**config.mk**
```make
export PLATFORM = sky130hd
export DESIGN_NAME = led_matrix_rx
export DESIGN_NICKNAME = d
export VERILOG_FILES = /design/src/rtl/led_matrix_rx_pkg.sv /design/src/rtl/led_matrix_rx_sync_edge.sv /design/src/rtl/led_matrix_rx.sv
export SDC_FILE = /design/constraint.sdc
export NUM_CORES = 1
export LEC_CHECK = 0
export CAP_MARGIN = 20
export CORE_MARGIN = 5
export CORE_UTILIZATION = 30
export CTS_BUF_LIST = sky130_fd_sc_hd__clkbuf_8
export DETAILED_ROUTE_END_ITERATION = 8
export PLACE_DENSITY = 0.54
export REMOVE_ABC_BUFFERS = 1
export SLEW_MARGIN = 10
export SYNTH_ARGS = -nofsm -noshare
export SYNTH_HDL_FRONTEND = slang
export SYNTH_SLANG_ARGS = --single-unit
```
**constraint.sdc**
```tcl
create_clock -name clk -period 15.2 [get_ports clk]
set_input_delay 3.04 -clock clk [delete_from_list [all_inputs] [get_ports clk]]
set_output_delay 3.04 -clock clk [all_outputs]
set_load 0.05 [all_outputs]
```
**src/rtl/led_matrix_rx_pkg.sv**
```systemverilog
// Shared types and helpers for the LED matrix row-driver link receiver.
// Holds the FSM state encoding, default geometry and the one-hot column encoder.
package led_matrix_rx_pkg;

    localparam int LED_COL_N   = 16;
    localparam int LED_ROW_N   = 16;
    localparam int LED_COLOURS = 3;

    // The encoder works on a fixed wide vector so any COL_N up to OH_MAX can share it.
    localparam int OH_MAX   = 64;
    localparam int OH_IDX_W = 6;

    typedef enum logic [1:0] {
        UNARMED = 2'd0,
        SHIFT   = 2'd1,
        BLANK   = 2'd2
    } rx_state_t;

    typedef struct packed {
        logic [OH_IDX_W-1:0] idx;
        logic                valid;
    } onehot_res_t;

    // Index of the single set bit; valid is low (and idx 0) for zero or several bits set.
    function automatic onehot_res_t onehot_to_bin(input logic [OH_MAX-1:0] i_vec);
        onehot_res_t w_res;
        int          w_ones;
        w_res  = '0;
        w_ones = 0;
        for (int i = 0; i < OH_MAX; i++) begin
            if (i_vec[i]) begin
                w_res.idx = OH_IDX_W'(i);
                w_ones++;
            end
        end
        w_res.valid = (w_ones == 1);
        if (!w_res.valid) begin
            w_res.idx = '0;
        end
        return w_res;
    endfunction

endpackage

```
**src/rtl/led_matrix_rx_sync_edge.sv**
```systemverilog
// Multi-flop synchroniser with registered rise/fall strobes for one link input.
// Strobes are withheld until the chain holds real pin samples after reset.
module link_sync_edge #(
    parameter int STAGES = 2
) (
    input  logic clk,
    input  logic rst_n,
    input  logic i_d,
    output logic o_level,
    output logic o_valid,
    output logic o_rise,
    output logic o_fall
);

    logic [STAGES-1:0] r_sync;
    logic [STAGES-1:0] r_fill;
    logic              r_rise;
    logic              r_fall;

    // Strobe registers load on the same edge the new level appears at o_level,
    // so a strobe always describes the transition into the current level.
    always_ff @(posedge clk or negedge rst_n) begin
        if (!rst_n) begin
            r_sync <= '0;
            r_fill <= '0;
            r_rise <= 1'b0;
            r_fall <= 1'b0;
        end else begin
            r_sync <= {r_sync[STAGES-2:0], i_d};
            r_fill <= {r_fill[STAGES-2:0], 1'b1};
            r_rise <= r_fill[STAGES-1] &  r_sync[STAGES-2] & ~r_sync[STAGES-1];
            r_fall <= r_fill[STAGES-1] & ~r_sync[STAGES-2] &  r_sync[STAGES-1];
        end
    end

    assign o_level = r_sync[STAGES-1];
    assign o_valid = r_fill[STAGES-1];
    assign o_rise  = r_rise;
    assign o_fall  = r_fall;

endmodule

```
**src/rtl/led_matrix_rx.sv**
```systemverilog
// Far-end receiver of the sclk/sdo/lat/colEn LED matrix link: deserialises each
// column's row bits, captures them at the latch and reports them with the column index.
//
//   state   | meaning
//   --------+---------------------------------------------------------------
//   UNARMED | after reset; edges ignored until lat is seen low
//   SHIFT   | shifting sdo on sclk rises; lat rise captures the word
//   BLANK   | lat high; sclk ignored; lat fall publishes the captured word
module led_matrix_rx
    import led_matrix_rx_pkg::*;
#(
    parameter int COL_N       = LED_COL_N,
    parameter int ROW_N       = LED_ROW_N,
    parameter int COLOURS     = LED_COLOURS,
    parameter int SYNC_STAGES = 2
) (
    input  logic                       clk,
    input  logic                       rst_n,
    input  logic                       sclk,
    input  logic                       sdo,
    input  logic                       lat,
    input  logic [COL_N-1:0]           colEn,
    output logic [ROW_N*COLOURS-1:0]   row_data,
    output logic [$clog2(COL_N)-1:0]   row_col,
    output logic                       row_valid,
    output logic                       row_err,
    output logic                       col_err,
    output logic                       frame_start,
    output logic                       blank
);

    localparam int SERIAL_W = ROW_N * COLOURS;
    localparam int COL_W    = $clog2(COL_N);
    localparam int CNT_W    = $clog2(SERIAL_W + 2);

    logic w_sclk_level;
    logic w_sclk_valid;
    logic w_sclk_rise;
    logic w_sclk_fall;
    logic w_lat_level;
    logic w_lat_valid;
    logic w_lat_rise;
    logic w_lat_fall;
    logic w_unused_sclk;

    link_sync_edge #(.STAGES(SYNC_STAGES)) u_sclk_sync (
        .clk     (clk),
        .rst_n   (rst_n),
        .i_d     (sclk),
        .o_level (w_sclk_level),
        .o_valid (w_sclk_valid),
        .o_rise  (w_sclk_rise),
        .o_fall  (w_sclk_fall)
    );

    link_sync_edge #(.STAGES(SYNC_STAGES)) u_lat_sync (
        .clk     (clk),
        .rst_n   (rst_n),
        .i_d     (lat),
        .o_level (w_lat_level),
        .o_valid (w_lat_valid),
        .o_rise  (w_lat_rise),
        .o_fall  (w_lat_fall)
    );

    assign w_unused_sclk = w_sclk_level ^ w_sclk_fall;

    logic [SYNC_STAGES-1:0] r_sdo_sync;
    logic [COL_N-1:0]       r_col_sync [SYNC_STAGES];

    always_ff @(posedge clk or negedge rst_n) begin
        if (!rst_n) begin
            r_sdo_sync <= '0;
            for (int i = 0; i < SYNC_STAGES; i++) begin
                r_col_sync[i] <= '0;
            end
        end else begin
            r_sdo_sync    <= {r_sdo_sync[SYNC_STAGES-2:0], sdo};
            r_col_sync[0] <= colEn;
            for (int i = 1; i < SYNC_STAGES; i++) begin
                r_col_sync[i] <= r_col_sync[i-1];
            end
        end
    end

    rx_state_t            r_state;
    logic [SERIAL_W-1:0]  r_shift;
    logic [CNT_W-1:0]     r_bit_cnt;
    logic [SERIAL_W-1:0]  r_pend;
    logic                 r_pend_bad;
    logic                 r_take;
    logic [SERIAL_W-1:0]  r_row_data;
    logic [COL_W-1:0]     r_row_col;
    logic                 r_row_valid;
    logic                 r_row_err;
    logic                 r_col_err;
    logic                 r_frame_start;

    logic                 w_shift_en;
    logic [SERIAL_W-1:0]  w_shift_next;
    logic [CNT_W-1:0]     w_cnt_next;
    onehot_res_t          w_oh;

    // Bit shift is resolved before the latch so a coincident sclk/lat rise keeps the bit.
    assign w_shift_en = (r_state == SHIFT) && w_sclk_rise && w_sclk_valid;

    always_comb begin
        w_shift_next = r_shift;
        w_cnt_next   = r_bit_cnt;
        if (w_shift_en) begin
            w_shift_next = {r_shift[SERIAL_W-2:0], r_sdo_sync[SYNC_STAGES-1]};
            if (r_bit_cnt != CNT_W'(SERIAL_W + 1)) begin
                w_cnt_next = r_bit_cnt + CNT_W'(1);
            end
        end
    end

    always_comb begin
        w_oh = onehot_to_bin(OH_MAX'(r_col_sync[SYNC_STAGES-1]));
    end

    always_ff @(posedge clk or negedge rst_n) begin
        if (!rst_n) begin
            r_state       <= UNARMED;
            r_shift       <= '0;
            r_bit_cnt     <= '0;
            r_pend        <= '0;
            r_pend_bad    <= 1'b0;
            r_take        <= 1'b0;
            r_row_data    <= '0;
            r_row_col     <= '0;
            r_row_valid   <= 1'b0;
            r_row_err     <= 1'b0;
            r_col_err     <= 1'b0;
            r_frame_start <= 1'b0;
        end else begin
            r_take        <= 1'b0;
            r_row_valid   <= 1'b0;
            r_row_err     <= 1'b0;
            r_col_err     <= 1'b0;
            r_frame_start <= 1'b0;

            case (r_state)
                UNARMED: begin
                    if (w_lat_valid && !w_lat_level) begin
                        r_state <= SHIFT;
                    end
                end
                SHIFT: begin
                    r_shift   <= w_shift_next;
                    r_bit_cnt <= w_cnt_next;
                    if (w_lat_rise) begin
                        r_pend     <= w_shift_next;
                        r_pend_bad <= (w_cnt_next != CNT_W'(SERIAL_W));
                        r_bit_cnt  <= '0;
                        r_state    <= BLANK;
                    end
                end
                BLANK: begin
                    if (w_lat_fall) begin
                        r_take  <= 1'b1;
                        r_state <= SHIFT;
                    end
                end
                default: r_state <= UNARMED;
            endcase

            // Publish one cycle after the lat fall is seen, column sampled here.
            if (r_take) begin
                r_row_data    <= r_pend;
                r_row_err     <= r_pend_bad;
                r_row_col     <= COL_W'(w_oh.idx);
                r_col_err     <= !w_oh.valid;
                r_row_valid   <= 1'b1;
                r_frame_start <= w_oh.valid && (w_oh.idx == OH_IDX_W'(COL_N - 1));
            end
        end
    end

    assign row_data    = r_row_data;
    assign row_col     = r_row_col;
    assign row_valid   = r_row_valid;
    assign row_err     = r_row_err;
    assign col_err     = r_col_err;
    assign frame_start = r_frame_start;
    assign blank       = w_lat_level;

endmodule

```
# Word-level counts from Yosys, hierarchy flattened
# Cells that the tools add are included.
totals:
  register_bits: 207
  latch_bits: 0
  ramBits: 0
  mem_bits_ro: 0
  inputBits: 21
  memories: 0
op_classes:
  n_addsub: 16
  n_mul: 0
  n_div: 0
  order_cmp: 0
  n_eq_ne: 9
  shift: 0
  mux: 46
  bitwise: 9
  n_reduce_logical: 9
ops:
  columns: ["cell", "count"]
  rows:
  - ["$add 32x2->32 const B", 15]
  - ["$mux 32", 15]
  - ["$mux 6", 18]
  - ["$mux 48", 1]
  - ["$eq 32x2->1 const B", 1]
  - ["$ne 6x6->1 const B", 2]
  - ["$mux 1", 8]
  - ["$add 6x1->6 const B", 1]
  - ["$and 1x1->1", 6]
  - ["$eq 6x4->1 const B", 1]
  - ["$mux 2", 3]
  - ["$pmux 2 s3", 1]
  - ["$logic_and 1x1->1", 4]
  - ["$ne 2x1->1 const B", 2]
  - ["$not 1->1", 3]
  - ["$reduce_and 3->1", 1]
  - ["$eq 2x1->1 const B", 1]
  - ["$eq 2x2->1 const B", 1]
  - ["$logic_not 1->1", 2]
  - ["$logic_not 2->1", 1]
  - ["$ne 2x2->1 const B", 1]
  - ["$reduce_and 2->1", 1]

# Longest topological paths before layout
depth:
  word_depth: 36
  ltp_mapped: 45

# Hierarchy
# Synthesis repeated with hierarchy kept, for this count alone.
unflattened:
  hier_cells: 842
  area_unflattened_um2: 9668.0
by_module_without_submodules:
  columns: ["module", "instances", "cells_per_inst", "area_each_um2"]
  rows:
  - ["led_matrix_rx", 1, 824, 9325.2]
  - ["link_sync_edge", 2, 9, 171.4]

# Worst setup path before layout
# No wires, ideal clock.
synth_timing:
  path_type: "register -> register"
  startpoint: "register r_col_sync[0] (netlist name)"
  endpoint: "register r_row_col[0], in the netlist row_col[0]"
  setup_ns: 0.110
  t_arrival_ns: 8.800
  t_required_ns: 15.090
  setup_slack_ns: 6.290
  path_stages_with_launch: 46
  synth_period_minus_slack_ns: 8.910
  path_cell_list: "dfrtp_1 -> inv_1 -> ha_1 -> and2_1 -> or2_2 -> inv_1 -> ha_1 -> nand2_1 -> o21ai_0 -> ha_1 -> mux2_2 -> ha_1 -> a221o_1 -> ha_1 -> o22ai_1 -> inv_1 -> ha_1 -> nand2_1 -> [... 10 more ...] -> or2_2 -> ha_1 -> nand2b_1 -> o31a_1 -> ha_1 -> mux2_2 -> ha_1 -> mux2_2 -> ha_1 -> mux2_2 -> ha_1 -> inv_1 -> a21oi_1 -> o32a_1 -> o31a_1 -> o211ai_1 -> o211ai_1 -> o41ai_1"
synth_via:
  elab_chain_cells: 33
synth_rtl:
  columns: ["item", "line", "text"]
  rows:
  - ["from (decl)", "led_matrix_rx.sv:69", "logic [COL_N-1:0] r_col_sync [SYNC_STAGES];"]
  - ["from (signal, indexed assignment)", "led_matrix_rx.sv:81", "r_col_sync[i] <= r_col_sync[i-1];"]
  - ["$mux 1 (*)", "led_matrix_rx_pkg.sv:31", "if (i_vec[i]) begin"]
  - ["$add 32x2->32", "led_matrix_rx_pkg.sv:33", "w_ones++;"]
  - ["$mux 32 (*)", "led_matrix_rx_pkg.sv:31", null]
  - ["$add 32x2->32", "led_matrix_rx_pkg.sv:33", null]
  - ["$mux 32 (*)", "led_matrix_rx_pkg.sv:31", null]
  - ["$add 32x2->32", "led_matrix_rx_pkg.sv:33", null]
  - ["$mux 32 (*)", "led_matrix_rx_pkg.sv:31", null]
  - ["$add 32x2->32", "led_matrix_rx_pkg.sv:33", null]
  - ["[... 17 more ...]", null, null]
  - ["$add 32x2->32", "led_matrix_rx_pkg.sv:33", null]
  - ["$mux 32 (*)", "led_matrix_rx_pkg.sv:31", null]
  - ["$add 32x2->32", "led_matrix_rx_pkg.sv:33", null]
  - ["$mux 32 (*)", "led_matrix_rx_pkg.sv:31", null]
  - ["$add 32x2->32", "led_matrix_rx_pkg.sv:33", null]
  - ["$mux 32 (*)", "led_matrix_rx_pkg.sv:31", null]
  - ["$eq 32x2->1 (*)", "led_matrix_rx_pkg.sv:36", "w_res.valid = (w_ones == 1);"]
  - ["$mux 6 (*)", "led_matrix_rx_pkg.sv:37", "if (!w_res.valid) begin"]
  - ["to (signal assigned)", "led_matrix_rx.sv:172", "r_row_col <= COL_W'(w_oh.idx);"]
  - ["to (decl)", "led_matrix_rx.sv:93", "logic [COL_W-1:0] r_row_col;"]
# Mark *: on every way between the ends. The rest lies on a longest branch, timed or not.
# A chain may end at the register's enable or synchronous reset.

# Worst setup path after layout
layout_timing:
  startpoint: "register r_col_sync[0] (netlist name)"
  endpoint: "register r_row_col[3], in the netlist row_col[3]"
# The elaborated chain is that of the path after synthesis.

==> metrics.txt <==
Die Y-Extent=187 µm; Initial Utilization=0.306; ys flop type=dfrtp_1; drt total wl=19000 µm; sequential-to-total area share from yosys stat=0.545; H-tree levels=2; commonest non-fill, non-tap cell in the layout=dfrtp_1; sequential share of power=0.353; largest net degree at the start of global routing=137; IO Pins=78; Sw Pwr=0.555 mW; P&R area growth vs syn=20.6%; DP Wirelength=11900 µm; row count=64; clock buffer count from CTS=37; Synth Cell Area=9410 µm²; via count=6051; number of remaining DRC errors=0; smallest hold slack=347 ps; Cells after Synth=812; Clk pwr share=0.338; most frequent cells in the layout=dfrtp_1 (204), nand2_1 (187), mux2_2 (101); CTS tree=done; period utilization=0.637; first-pass iteration count of the detailed router=4; combinational fraction of design power=0.309; CP Capture Type=flip-flop; Int Power=1.13 mW; total power=1.68 mW; layout cells sized above 1=0.218; Lkg Pwr=5.44 nW; global-route wire length before repair=32400 µm; Core Area=30700 µm²; clk_lat worst skew=540 ps; total clock sinks=205; GRT Overall Usage=0.110; Final Instance Area=11300 µm²; Longest Clk Path Bufs=3; post-layout instance count excluding filler cells=1315; critical path's most frequent cell=ha_1; placed cell areas=10500 µm²; DR vias/cell=4.60; Largest stage delay, worst path=390 ps; status=finished clean; Post-Place Cells=1249; CTS root buf=clkbuf_8; Hold Fails Final Rpt=0; Post-synth ARST share=1.00; Diodes inserted=0; DRT antenna net count=0; total grt overflow=0; critical path data arrival time=10080 ps; Crit Path Max Fanout=6; wire length per cell=14.4 µm; CTS resizes=0; Slew headroom=0.279; vias in the first global route=6442; max-capacitance violation count=0; Synth Register Bits=205; Post-synth EDFFs=0; Synth cell types=72; die area=35000 µm²; RD Place Congestion=0.787; cts hold-fix bufs=0; DRT iter0 DRCs=291; Setup Buffers After CTS=0; Final Core Density=0.369; final worst setup slack=5520 ps; Avg Inst Size Synth=11.6 µm²; setup TNS=0 ps; Clock Skews=27.3 ps; Hold Path Class=flip-flop to flip-flop; P per Cell Area=148 nW/µm²; VDD IR-drop max=0.0000688 V; fin. max-slew vios=0; Warnings, synthesis=0; antenna violations before repair=0; Die W=187 µm; CP Class=flip-flop to flip-flop; CP max-delay cell=o41ai_1; nets@finish=930; RSZ-0062 raised after global routing=false; Worst Path Required=15600 ps; Port Buffer Count=77; Post-Place Worst Slack=5560 ps; maximum clock rate=103 MHz; Worst setup SP type=flip-flop; # setup viols final=0; final worst path period need=9680 ps; Worst-Margin Slew=1080 ps; clk slew on worst S/H paths=60 ps; switching part of the total power=0.330
[final cells by class]
class | count | area [µm²]
Fill cell | 3063 | 19400
Sequential cell | 205 | 5130
Multi-Input combinational cell | 547 | 4010
Timing Repair Buffer | 82 | 813
Clock buffer | 46 | 633
Tap cell | 396 | 495
Clock inverter | 20 | 191
Inverter | 19 | 71.3
[registers in the layout, indices dropped and copies added, names as in the netlist, 4 cells and up]
name        count
row_col         4
r_pend         48
row_data       48
r_col_sync     32
r_bit_cnt       6
r_shift        48
[synthesized netlist by cell type (6+ instances only)]
cell,count,area [µm²]
dfrtp_1,205,5130
mux2_2,101,1140
and2_1,6,37.5
nand3_1,12,60.1
nor3_1,8,40.0
nand2b_1,10,62.6
clkbuf_1,26,97.6
inv_1,19,71.3
and3_1,6,37.5
xnor2_1,17,149
ha_1,17,213
a21oi_1,17,85.1
o21ai_0,21,105
xnor2_2,6,97.6
xor2_1,11,96.3
nand2_1,188,706
nor2_1,24,90.1
[layer usage]
layer  vias to the layer above  track usage  part of all wire
li1                       2924            -                 -
met1                      2975        0.146              0.46
met2                       108        0.172              0.45
met3                        44       0.0345             0.062
met4                         0       0.0347             0.024
met5                         -            0                 0
[power by group through the flow]
stage / logic, mW / clock network (mW) / registers, mW
6_report: 0.520 / 0.568 / 0.594
3_5_place_dp: 0.521 / 0 / 0.603
3_3_place_gp: 0.513 / 0 / 0.603
2_1_floorplan: 0.404 / 0 / 0.610
5_1_grt: 0.582 / 0.623 / 0.598
4_1_cts: 0.525 / 0.597 / 0.594
[worst paths after layout]
path	from	to	slack (ps)	cells past startpoint
setup reg to reg	r_col_sync[0]	row_col[3]	5520	45
hold reg to reg	u_lat_sync.r_fill[0]	u_lat_sync.r_fill[1]	350	0
setup / recovery	r_col_sync[0]	row_col[3]	5520	45
hold / removal	u_lat_sync.r_fill[0]	u_lat_sync.r_fill[1]	350	0
min in group asynchronous	rst_n	row_data[11]	2540	1
max in group asynchronous	rst_n	r_take	11050	2
[kinds of logic after synthesis]
kind of cell	Yosys count	share of synthesized area
and+or+nand+nor	287	0.137
DFF	205	0.545
AOI/OAI and AO/OA	88	0.0654
other	1	0.000398
adders and majority gates	17	0.0226
muxes	104	0.124
xor gates and xnor gates	50	0.0752
buffers and inverters	60	0.0295
[worst max-delay path, delay by kind of cell (launching register included)]
family | cells | cell delay [ps]
AOI/OAI and AO/OA | 12 | 2270
adders and majority gates | 14 | 3870
buffers and inverters | 5 | 320
DFF | 1 | 350
muxes | 4 | 1130
and+or+nand+nor | 10 | 1610
No activity file was read; power rests on OpenSTA's default activity.
